--- config.mk ---
export PLATFORM = sky130hd
export DESIGN_NAME = rptr_empty
export DESIGN_NICKNAME = d
export VERILOG_FILES = /design/src/rtl/rptr_empty.sv
export SDC_FILE = /design/constraint.sdc
export NUM_CORES = 1
export LEC_CHECK = 0
export BUFFER_PORTS_ARGS = -buffer_cell sky130_fd_sc_hd__buf_2
export CELL_PAD_IN_SITES_DETAIL_PLACEMENT = 1
export CELL_PAD_IN_SITES_GLOBAL_PLACEMENT = 1
export CORE_ASPECT_RATIO = 1.1
export CORE_MARGIN = 2
export CORE_UTILIZATION = 41
export CTS_CLUSTER_DIAMETER = 80
export DETAILED_ROUTE_END_ITERATION = 16
export PLACE_DENSITY = 0.89
export REMOVE_ABC_BUFFERS = 1
export SLEW_MARGIN = 10
export SYNTH_ARGS = -nofsm -noshare
export SYNTH_HDL_FRONTEND = slang
export SYNTH_SLANG_ARGS = --single-unit
--- constraint.sdc ---
create_clock -name rclk -period 4.19 [get_ports rclk]
set_input_delay 0 -clock rclk [delete_from_list [all_inputs] [get_ports rclk]]
set_output_delay 0 -clock rclk [all_outputs]
set_load 0.02 [all_outputs]
--- src/rtl/rptr_empty.sv ---
// Read-side pointer and empty/level tracking for an asynchronous FIFO.
// Keeps binary and Gray read pointers and derives empty, level and underflow.
module rptr_empty #(
    parameter int ptr_width = 9,
    parameter int ae_thresh = 4
) (
    input  logic                 rclk,
    input  logic                 r_rst,
    input  logic                 rinc,
    input  logic [ptr_width:0]   wptr_sync,
    output logic [ptr_width-1:0] raddr,
    output logic [ptr_width:0]   rptr,
    output logic                 rempty,
    output logic                 r_almost_empty,
    output logic [ptr_width:0]   rlevel,
    output logic                 r_underflow
);

    localparam int PW1 = ptr_width + 1;
    localparam logic [ptr_width:0] AE_LIM = PW1'(ae_thresh);

    logic [ptr_width:0] r_bin;
    logic [ptr_width:0] r_gray;
    logic               r_empty;
    logic               r_ae;
    logic [ptr_width:0] r_level;
    logic               r_uf;

    logic               w_rd;
    logic [ptr_width:0] w_bin_next;
    logic [ptr_width:0] w_gray_next;
    logic [ptr_width:0] w_wbin_s;
    logic [ptr_width:0] w_level_next;

    assign w_rd        = rinc & ~r_empty;
    assign w_bin_next  = r_bin + PW1'(w_rd);
    assign w_gray_next = (w_bin_next >> 1) ^ w_bin_next;

    // Gray-to-binary: each bit folds in every more-significant Gray bit
    always_comb begin
        w_wbin_s = '0;
        for (int i = 0; i < PW1; i++) begin
            w_wbin_s[i] = ^(wptr_sync >> i);
        end
    end

    assign w_level_next = w_wbin_s - w_bin_next;

    always_ff @(posedge rclk or posedge r_rst) begin
        if (r_rst) begin
            r_bin   <= '0;
            r_gray  <= '0;
            r_empty <= 1'b1;
            r_ae    <= 1'b1;
            r_level <= '0;
            r_uf    <= 1'b0;
        end else begin
            r_bin   <= w_bin_next;
            r_gray  <= w_gray_next;
            r_empty <= (w_gray_next == wptr_sync);
            r_ae    <= (w_level_next <= AE_LIM);
            r_level <= w_level_next;
            r_uf    <= rinc & r_empty;
        end
    end

    assign raddr          = r_bin[ptr_width-1:0];
    assign rptr           = r_gray;
    assign rempty         = r_empty;
    assign r_almost_empty = r_ae;
    assign rlevel         = r_level;
    assign r_underflow    = r_uf;

endmodule

==> flow_summary.yaml <==
power_and_ir_drop:
  leakagePower_uw: 0.00117
  peakVddDrop_uv: 294
  total_power_uw: 2260
  cellPowerDensity_nw_per_um2: 921
layout:
  n_antenna_cell: 0
  layout_common_cells: "buf_2 (44), xnor2_1 (31), dfrtp_1 (30)"
  fin_area_um2: 2450
  syn_to_final_growth_pct: 26.1
  nets: 269
  drive_above_1_share: 0.289
  layout_commonest_cell: "buf_2"
  final_cells: 305
status:
  status: "finished clean"
sta:
  fmax_mhz: 246
  fin_tns_setup_ns: 0
  finalHoldViolCount: 0
  fin_crit_sh: 0.969
  hold_slack_ns: 0.115
  tightestPinTransition_ns: 0.762
  maxSlewViolCount: 0
  clock_skew_ns: 0.00600
  relSlewSlack: 0.488
  final-setup-viol-count: 0
  period_needed_ns: 4.06
placement:
  gp_congestion: 0.841
  io_buffers: 44
  dp_cells: 295
  place_area_um2: 2310
  hpwl_um: 4370
global_routing:
  grt_use_total: 0.224
  antenna_found_initial: 0
  grt_pass1_vias: 1807
  grt_max_degree: 33
  grt_pass1_wl_um: 9320
  gr-total-overflow: 0
floorplanning:
  fp.dieArea_um2: 5310
  die_y_um: 76.2
  fp.dieW_um: 69.6
  design.core.area_um2: 4620
  row_count: 26
  start_util: 0.421
  pin_count: 45
worst_setup_path:
  critPathKind: "in2reg"
  crit_fanout: 5
  startpoint_type: "primary input"
  cp.required_ns: 4.36
  slowest_stage: "o31ai_1"
  worst_setup_path_end_kind: "flop"
  crit_path_max_incr_delay_ns: 0.65
  path_cells: "buf_2 -> xor3_2 -> xnor3_4 -> xnor2_2 -> xor2_1 -> buf_4 -> ha_1 -> nor2b_1 -> o21ai_0 -> a31oi_1 -> o31ai_1 -> nor3_1 -> or4b_1 -> nor4b_1"
  crit_family: "XOR/XNOR gates"
  arrival_ns: 4.24
  crit_buf_inv: 2
flow_run:
  maxCapViolations: 0
route:
  vias_per_cell: 5.53
  vias: 1688
  ant_nets: 0
  drt_iter0_markers: 91
  drc: 0
  wl_per_cell_um: 19.4
  wl_um: 5910
  firstDrtPassIters: 5
clocking:
  post_cts_buffers: 0
  cts_buffers: 5
  cts.path.max_buffers: 2
  clkLatencyLatePin_ns: 0.28
  clk_pin_slew_ns: 0.07
  htreeDepth: 2
  cts_sinks: 32
  cts_tree: "built"
  root_buffer: "clkbuf_8"
logic_synthesis:
  synth.avg_cell_area_um2: 10.4
  syn_inst: 186
  synth_area_um2: 1940
  synth-edff-count: 0
  ys_top_cells_by_area: "dfrtp_1 (39%), xnor2_1 (14%), xor2_1 (6.8%)"
  synth_top_area_frac: 0.386
  synth_top_cell_by_area: "dfrtp_1"
  synth_seq_cells: 32
  yosysSeqAreaShare: 0.413
  ys_async_sr_fraction: 1.00
  synth-main-ff-cell: "dfrtp_1"
  ys_types: 41
  yosys_warnings: 0
min_path:
  holdCritPathClass: "in2reg"
==> metrics by stage <==
step                utilization  setup slack, ns
global route              0.530          -0.0367
CTS                       0.527            0.108
finish                    0.530            0.129
detailed placement        0.500           -0.181
global placement          0.500            0.112
floorplan                     -            0.178
==> synth_stat cells (4+ instances only) <==
master	n
xor2_1	15
o21ai_0	5
a21oi_1	4
inv_1	14
nand2_1	6
xnor2_1	32
nor4_1	6
nand3_1	7
nor2_1	9
nor3_1	5
ha_1	7
o31ai_1	4
dfrtp_1	30
==> sequential cells by signal, indices dropped and copies added, names as in the netlist <==
name	cells
r_underflow	1
r_almost_empty	1
r_bin	10
rptr	9
rempty	1
rlevel	10
==> area by class of cell <==
type / count / area [µm²]
fill: 546 / 2170
multi-input combinational: 136 / 1090
sequential: 32 / 803
timing repair buffer: 57 / 323
clock buffer: 6 / 72.6
tap: 56 / 70.1
inverter: 16 / 60.1
clock inverter: 2 / 35.0
==> power by group <==
part	internal [µW]	switching, µW
clock network	176	116
registers	435	60.7
logic	577	890
total	1190	1070
==> tightest hold or removal path: stages <==
cell and delay (ns):
buf_2 0.15, xnor2_1 0.10, nand3_1 0.09, a211oi_1 0.06
==> worst paths after layout <==
path,from,end,slack (ns),cells past startpoint
max,wptr_sync[9],r_almost_empty$_DFF_PP1_,0.13,14
min,wptr_sync[4],rempty$_DFF_PP1_,0.12,4
max in group asynchronous,r_rst,r_almost_empty$_DFF_PP1_,3.46,4
min in group asynchronous,r_rst,r_bin[9]$_DFF_PP0_,0.39,4
max reg2reg,rempty$_DFF_PP1_,r_almost_empty$_DFF_PP1_,0.21,12
min reg2reg,rempty$_DFF_PP1_,r_underflow$_DFF_PP0_,0.55,1
==> metal layers <==
layer  vias up  part of all wire  track usage
li1        763                 -            -
met1       863              0.41        0.272
met2        43              0.53        0.400
met3        19             0.026       0.0291
met4         0             0.036       0.0885
met5         -                 0            0
==> cells by family after synthesis <==
logic type                 count (synthesis)  synth area share
DFF                                       32             0.413
adders and majority gates                  8            0.0554
and+or+nand+nor                           45             0.121
xor gates and xnor gates                  50             0.251
muxes                                      2            0.0109
AOI/OAI and AO/OA                         31             0.113
buffers and inverters                     18            0.0348
==> repair_timing <==
action	in CTS	in global routing
endpoints found under the hold margin	31	0
endpoints found under the setup margin	0	1
hold buffers	2	0
gates resized for setup	0	2
Note: power is estimated with default switching activity, not from simulation.
